--- config.mk ---
export PLATFORM = sky130hd
export DESIGN_NAME = clock_reset_sequencer
export DESIGN_NICKNAME = d
export VERILOG_FILES = /design/src/rtl/clock_reset_pkg.sv /design/src/rtl/sync_ff.sv /design/src/rtl/clock_reset_sequencer.sv
export SDC_FILE = /design/constraint.sdc
export NUM_CORES = 1
export LEC_CHECK = 0
export ABC_AREA = 1
export BUFFER_PORTS_ARGS = -buffer_cell sky130_fd_sc_hd__buf_2
export CAP_MARGIN = 0
export CORE_MARGIN = 2
export CORE_UTILIZATION = 56
export DETAILED_ROUTE_END_ITERATION = 16
export PLACE_DENSITY_LB_ADDON = 0.05
export REMOVE_ABC_BUFFERS = 1
export SLEW_MARGIN = 20
export SYNTH_ARGS = -nofsm -noshare
export SYNTH_HDL_FRONTEND = slang
export SYNTH_SLANG_ARGS = --single-unit
--- constraint.sdc ---
create_clock -name clk_in -period 3.2 [get_ports clk_in]
set_clock_uncertainty 0.05 [all_clocks]
set_input_delay 0 -clock clk_in [delete_from_list [all_inputs] [get_ports clk_in]]
set_output_delay 0 -clock clk_in [all_outputs]
set_load 0.005 [all_outputs]
--- src/rtl/clock_reset_pkg.sv ---
// clock_reset_pkg: shared state encoding and counter-width helper for the clock/reset sequencer.
package clock_reset_pkg;
  localparam int STATE_W = 3;
  typedef enum logic [STATE_W-1:0] {
    HOLD      = 3'd0,
    WAIT_LOCK = 3'd1,
    STABLE    = 3'd2,
    RUN       = 3'd3,
    FAULT     = 3'd4
  } seq_state_t;
  function automatic int cnt_w(input int n);
    return (n > 1) ? $clog2(n) : 1;
  endfunction
endpackage

--- src/rtl/sync_ff.sv ---
// sync_ff: multi-flop single-bit synchronizer with asynchronous active-low reset.
module sync_ff #(
  parameter int STAGES = 2
) (
  input  logic clk,
  input  logic rst_n,
  input  logic d,
  output logic q
);
  logic [STAGES-1:0] ff;
  always_ff @(posedge clk or negedge rst_n)
    if (!rst_n) ff <= '0;
    else ff <= {ff[STAGES-2:0], d};
  assign q = ff[STAGES-1];
endmodule

--- src/rtl/clock_reset_sequencer.sv ---
// clock_reset_sequencer: pulses MMCM reset, waits for debounced lock, releases pixel reset; retries then faults.
module clock_reset_sequencer
  import clock_reset_pkg::*;
#(
  parameter int RESET_HOLD_CYCLES   = 16,
  parameter int LOCK_TIMEOUT_CYCLES = 100000,
  parameter int STABLE_CYCLES       = 1024,
  parameter int MAX_RETRIES         = 4,
  parameter int SYNC_STAGES         = 2,
  localparam int RC_W               = cnt_w(MAX_RETRIES + 1)
) (
  input  logic               clk_in,
  input  logic               reset_n,
  input  logic               locked_in,
  input  logic               force_relock,
  input  logic               clear_fault,
  output logic               mmcm_reset,
  output logic               pixel_reset_n,
  output logic               ready,
  output logic               fault,
  output logic [RC_W-1:0]    retry_count,
  output logic [STATE_W-1:0] state
);
  localparam int HOLD_W = cnt_w(RESET_HOLD_CYCLES);
  localparam int TO_W   = cnt_w(LOCK_TIMEOUT_CYCLES);
  localparam int ST_W   = cnt_w(STABLE_CYCLES);
  localparam logic [HOLD_W-1:0] HOLD_LAST   = HOLD_W'(RESET_HOLD_CYCLES - 1);
  localparam logic [TO_W-1:0]   TO_LAST     = TO_W'(LOCK_TIMEOUT_CYCLES - 1);
  localparam logic [ST_W-1:0]   STABLE_LAST = ST_W'(STABLE_CYCLES - 1);
  localparam logic [RC_W-1:0]   RETRY_LAST  = RC_W'(MAX_RETRIES - 1);
  seq_state_t        cur, nxt;
  logic [HOLD_W-1:0] hold_cnt;
  logic [TO_W-1:0]   to_cnt;
  logic [ST_W-1:0]   stable_cnt;
  logic [RC_W-1:0]   retry_n;
  logic              lock_s, attempt, timeout, give_up, relock;
  sync_ff #(.STAGES(SYNC_STAGES)) u_lock_sync (
    .clk  (clk_in),
    .rst_n(reset_n),
    .d    (locked_in),
    .q    (lock_s)
  );
  assign attempt = cur == WAIT_LOCK || cur == STABLE;
  assign timeout = attempt && to_cnt == TO_LAST;
  assign give_up = timeout && retry_count == RETRY_LAST;
  // A relock request beats everything except the final give-up into FAULT.
  assign relock  = force_relock && cur != FAULT && !give_up;
  assign state   = cur;
  always_comb begin
    nxt     = cur;
    retry_n = retry_count;
    case (cur)
      HOLD:      nxt = hold_cnt == HOLD_LAST ? WAIT_LOCK : HOLD;
      WAIT_LOCK: nxt = lock_s ? STABLE : WAIT_LOCK;
      STABLE:    nxt = !lock_s ? WAIT_LOCK : (stable_cnt == STABLE_LAST ? RUN : STABLE);
      RUN:       nxt = lock_s ? RUN : HOLD;
      FAULT:     nxt = clear_fault ? HOLD : FAULT;
      default:   nxt = HOLD;
    endcase
    if ((cur == STABLE && nxt == RUN) || (cur == FAULT && clear_fault)) retry_n = '0;
    if (timeout) begin
      nxt     = give_up ? FAULT : HOLD;
      retry_n = retry_count + 1'b1;
    end
    if (relock) begin
      nxt     = HOLD;
      retry_n = retry_count;
    end
  end
  // Outputs are registered from the next state so they line up with the state register.
  always_ff @(posedge clk_in or negedge reset_n)
    if (!reset_n) begin
      cur           <= HOLD;
      hold_cnt      <= '0;
      to_cnt        <= '0;
      stable_cnt    <= '0;
      retry_count   <= '0;
      mmcm_reset    <= 1'b1;
      pixel_reset_n <= 1'b0;
      ready         <= 1'b0;
      fault         <= 1'b0;
    end else begin
      cur           <= nxt;
      hold_cnt      <= (cur == HOLD && nxt == HOLD && !relock) ? hold_cnt + 1'b1 : '0;
      to_cnt        <= (attempt && (nxt == WAIT_LOCK || nxt == STABLE)) ? to_cnt + 1'b1 : '0;
      stable_cnt    <= (cur == STABLE && nxt == STABLE) ? stable_cnt + 1'b1 : '0;
      retry_count   <= retry_n;
      mmcm_reset    <= nxt == HOLD || nxt == FAULT;
      pixel_reset_n <= nxt == RUN;
      ready         <= nxt == RUN;
      fault         <= nxt == FAULT;
    end
endmodule

==> results of run 1 <==
[kinds of logic after synthesis]
group / after synthesis / share of synthesized area, %
flops: 42 / 44.9
xor+xnor: 18 / 6.72
simple gates: 156 / 36.6
compound gates: 8 / 1.71
buf+inv: 40 / 7.42
fa+ha+maj: 5 / 2.67
[worst paths after layout]
path / from / endpoint / slack (ns) / depth (start not counted)
min in group asynchronous: reset_n / hold_cnt[1] / 0.33 / 2
max in group asynchronous: reset_n / to_cnt[11] / 2.19 / 2
worst max register to register: stable_cnt[0] / to_cnt[0] / 1.09 / 9
worst min register to register: u_lock_sync.ff[0] / u_lock_sync.ff[1] / 0.31 / 0
worst min-delay path: force_relock / hold_cnt[2] / 0.07 / 4
worst max-delay path: stable_cnt[0] / to_cnt[0] / 1.09 / 9
[registers in the layout (all words and copies together), names as in the netlist]
| signal | count |
|---|---|
| u_lock_sync.ff | 2 |
| retry_count | 3 |
| ready | 1 |
| to_cnt | 17 |
| stable_cnt | 10 |
| fault | 1 |
| mmcm_reset | 1 |
| state | 3 |
| hold_cnt | 4 |
[cell usage in the layout, fill, tap and decap left out, types with 4 or more instances in the layout]
cell type,synthesis,routed
nor3_1,18,18
inv_2,5,5
ha_1,5,5
inv_1,31,31
nor2_4,12,12
nand4_1,4,4
nand3_1,16,16
nor2_1,35,35
nand2_4,4,4
o21ai_0,7,7
buf_2,1,14
dfrtp_1,41,41
clkbuf_8,0,5
xor2_1,15,15
nand2_1,48,48
[area by class of cell]
cell class | instances | share of cell area, %
multi-input cells | 187 | 43.3
flip-flops and latches | 42 | 40.8
inverters | 37 | 5.48
repair buffers | 17 | 3.88
clock buffers | 7 | 2.96
well taps | 50 | 2.42
clock inverters | 1 | 1.16
[critical path, stage by stage, from the launching register on]
cell,delay (ns)
dfrtp_1,0.39
ha_1,0.23
nand3_1,0.14
nor3_2,0.20
nand2_1,0.10
nand3_2,0.24
nand2_4,0.09
nand2_4,0.07
nand3_4,0.31
nor2_1,0.19
[power by group]
group	internal (mW)	leakage, nW	switching, mW
combinational	0.0102	0.490	0.0199
sequential	0.535	0.576	0.00290
clock	0.233	0.0524	0.177
[metal layers]
| metal | vias to the layer above | track usage (%) |
|---|---|---|
| met4 | 0 | 6.86 |
| met2 | 32 | 34.4 |
| met1 | 772 | 26.8 |
| met5 | - | 0 |
| met3 | 4 | 5.52 |
| li1 | 891 | - |
[repair_timing]
item / 4_1_cts / 5_1_grt
hold buffers: 3 / 0
hold endpoints to repair: 44 / 0
buffers inserted: 0 / 0
==> out/metrics.yaml, run 1 <==
drtAntennaViolNets: 0
p_per_area_nw_per_um2: 379
clk_pin_slew_ns: 0.08
arrival_ns: 2.27
antenna_found_initial: 0
end_kind: "flip-flop"
syn_to_final_growth_pct: 10.1
drv_cap: 0
ff_latch_area_um2: 1050
io_pins: 15
yosysTopAreaCellShare_pct: 43.8
ys_seq_elements: 42
finalPower_mw: 0.978
synthCells: 269
dp_cells: 330
start_util_pct: 58.2
start_kind: "flip-flop"
placed_cell_area_um2: 2440
fin_util_pct: 64.1
fmax_mhz: 474
ys_seq_area_share_pct: 44.9
syn_area_per_cell_um2: 8.72
cts_root_buf: "clkbuf_8"
clockBufferDepth: 2
fin_setup_tns_ns: 0
finalNonFillerCells: 341
grt_pass1_vias: 1679
drt_iter0_drc: 66
final_max_slew_viol_count: 0
yosysMostFrequentCell: "nand2_1"
critPathRequiredTime_ns: 3.36
status: "complete, no violations"
synth_area_um2: 2340
cp_max_fo: 17
vias_per_cell: 4.98
yosysWarnings: 0
p_leak_nw: 1.12
place_congestion: 0.866
setup_viol: 0
wl_per_cell_um: 12.0
multi_input_area_um2: 1120
clk_latency_ns: 0.30
finalWorstSetupSlack_ns: 1.09
via_count: 1699
clock_sinks: 42
synthTopCellsByCount: "nand2_1, dfrtp_1, nor2_1"
slew_headroom_pct: 38.6
ys.flop_type: "dfrtp_1"
die_y_um: 68.7
hold_viol: 0
dp_hpwl_um: 3040
final_area_um2: 2580
coreArea_um2: 4030
dpl_worst_slack_ns: 1.06
cts_buffers: 5
yosys-top-cells-area: "dfrtp_1, nand2_1, nor2_4"
rsz0062_at_grt: "false"
drt-met1-wl_um: 1960
diodes: 0
grt_pass1_wl_um: 7330
drive_gt1_share_pct: 19.2
fillCellCount: 380
cts.repair.resized: 0
post-route-drc-count: 0
tightest_slew_ns: 0.921
worstSetupPathType: "reg2reg"
wl_met2_um: 1920
period_share_pct: 66.0
synth_edf_count: 0
rows: 23
overflow: 0
tritoncts: "built"
ys_async_sr_fraction_pct: 100
io_buffers: 14
worstHoldPathType: "in2reg"
grt_max_degree: 43
routed.top_layer: "met4"
dr_wl_met3_um: 149
die_w_um: 68.7
period_needed_ns: 2.11
synthDistinctLibCells: 31
grt.total_usage_pct: 20.9
h-tree-depth: 2
hold_slack_ns: 0.0684
nets: 300
peakVddDrop_mv: 0.224
wl_um: 4080
die-area_um2: 4720
synth_area_leader_cell: "dfrtp_1"
first_pass_iters: 5
(Power assumes the default switching activity.)
==> run 2: changes to the inputs <==
Settings changed: CORE_UTILIZATION 56 to 54.
Clock period 3.2 ns to 1.7 ns, I/O delays scaled along.
==> run 2 against run 1 <==
Sequential power rose by 88%. Global-route usage fell by 0.87 points. The run now ends with setup timing left. Final cell count rose by 12%. Clock power rose by 96%. Worst setup slack got worse by 1.1 ns. Critical path depth rose by 2. Critical endpoint is now to_cnt[8]. Flip-flop and latch count did not move.
==> out/metrics.yaml, run 2 (synthesized netlist as in run 1, its figures left out) <==
layout_common_cells: "nand2_1, dfrtp_1, buf_4"
p_leak_nw: 1.39
cp_max_fo: 5
combPwrFrac_pct: 3.3
post-route-drc-count: 0
die_y_um: 69.9
multi_input_area_um2: 1300
first_pass_iters: 4
placed_cell_area_um2: 2750
rows: 23
ff_latch_area_um2: 1050
h-tree-depth: 2
drive_gt1_share_pct: 39.8
hold_viol: 0
seqPwrFrac_pct: 53.8
top_regs: "to_cnt: 17 flops, stable_cnt: 10 flops, hold_cnt: 4 flops"
crit_top_cell: "nor2_4"
grt_max_degree: 43
fillCellCount: 301
start_kind: "flip-flop"
drtAntennaViolNets: 0
die_w_um: 69.9
tritoncts: "built"
status: "finished with violations"
clk_pin_slew_ns: 0.08
timing.rr.start: "state[0]"
switching_share_pct: 19.7
grt_pass1_wl_um: 7910
failed_checks: "setup timing"
clk_latency_ns: 0.29
overflow: 0
cpMaxStageDelayCell: "dfrtp_2"
syn_to_final_growth_pct: 34.4
antenna_found_initial: 0
clock_sinks: 42
setup_viol: 12
tightest_slew_ns: 0.527
cts_buffers: 5
final_max_slew_viol_count: 0
cp_top_family: "simple AND/OR/NAND/NOR gates"
nets: 341
min_from: "force_relock"
via_count: 1900
finalPower_mw: 1.88
wl_per_cell_um: 12.3
period_needed_ns: 1.73
wl_um: 4690
worstHoldPathType: "in2reg"
diodes: 0
largest_reg_flops: 17
slew_headroom_pct: 64.9
p_int_mw: 1.51
drt_iter0_drc: 67
p_sw_mw: 0.369
die-area_um2: 4890
largest_register: "to_cnt"
critPathRequiredTime_ns: 1.83
slowest_delay_ns: 0.44
r2r-end: "to_cnt[8]"
clockBufferDepth: 2
dp_hpwl_um: 3400
fin_util_pct: 77.1
reg2reg_slack_ns: -0.03
fmax_mhz: 577
io_buffers: 14
place_congestion: 0.838
crit_chain: "nor2_4, inv_2, nor2_4, inv_2, nand2_4, inv_4, nor2_8, nand3_2, nand3_4, clkbuf_16, nor2_4"
min_to: "hold_cnt[0]"
grt_pass1_vias: 1824
start_util_pct: 57.4
cts_root_buf: "clkbuf_8"
peakVddDrop_mv: 0.684
whs_path_depth: 4
r2r_cells: 11
layout_commonest_cell: "nand2_1"
io_pins: 15
coreArea_um2: 4090
finalWorstSetupSlack_ns: -0.0321
p_per_area_nw_per_um2: 596
dpl_worst_slack_ns: -0.0890
worstSetupPathType: "reg2reg"
period_share_pct: 102
vias_per_cell: 4.97
rsz0062_at_grt: "true"
pwr-share-clk_pct: 42.8
drv_cap: 0
final_area_um2: 3150
arrival_ns: 1.86
grt.total_usage_pct: 20.0
end_kind: "flip-flop"
worst-path-buf-inv: 4
run 2: power groups by stage:
stage / Sequential (mW) / Clock [mW] / Combinational (mW)
final: 1.01 / 0.804 / 0.0627
after global routing: 1.01 / 0.865 / 0.0723
after CTS: 1.01 / 0.826 / 0.0626
after detailed placement: 1.03 / 0 / 0.0569
after global placement: 1.03 / 0 / 0.0570
after floorplan: 1.03 / 0 / 0.0235
run 2: how the worst max path moves through the flow:
stage,from,cells past startpoint,slack [ns],end
2_1_floorplan,stable_cnt[0],9,-0.09,to_cnt[0]
3_3_place_gp,to_cnt[0],11,-0.01,to_cnt[11]
3_5_place_dp,to_cnt[0],11,-0.09,to_cnt[4]
4_1_cts,state[1],11,-0.02,to_cnt[3]
5_1_grt,stable_cnt[1],9,-0.13,to_cnt[6]
6_report,state[0],11,-0.03,to_cnt[8]
run 2: timing repair:
item / in CTS / in global routing
hold buffers: 3 / 0
gates cloned: 0 / 1
resized for setup: 8 / 44
endpoints found under the setup margin: 24 / 33
endpoints found under the hold margin: 44 / 0
pin swaps: 2 / 14
buffers inserted: 1 / 3
run 2: metrics by stage:
step                hold slack, ns  cells  setup TNS (ns)
floorplan                   -0.346    266           -1.38
global placement            0.0491    366          -0.101
detailed placement          0.0455    366          -0.961
CTS                         0.0218    378          -0.141
global route                0.0264    382           -2.06
finish                      0.0146    382          -0.216
run 2: per-layer routing:
layer	global-route usage (%)	up-vias	part of all wire [%]
li1	-	970	-
met1	27.6	900	48
met2	32.6	28	48
met3	4.04	2	2.9
met4	5.13	0	0.55
met5	0	-	0
run 2: worst min-delay path, cell delays in order:
cell,delay [ns]
buf_2,0.12
nor2_1,0.06
nand2_2,0.09
nor2_1,0.04
run 2: cell type report:
class | count | area share, %
clock buffers | 7 | 2.74
clock inverters | 1 | 0.953
inverters | 37 | 4.57
multi-input cells | 187 | 41.3
flip-flops and latches | 42 | 33.5
well taps | 50 | 1.99
repair buffers | 58 | 14.9
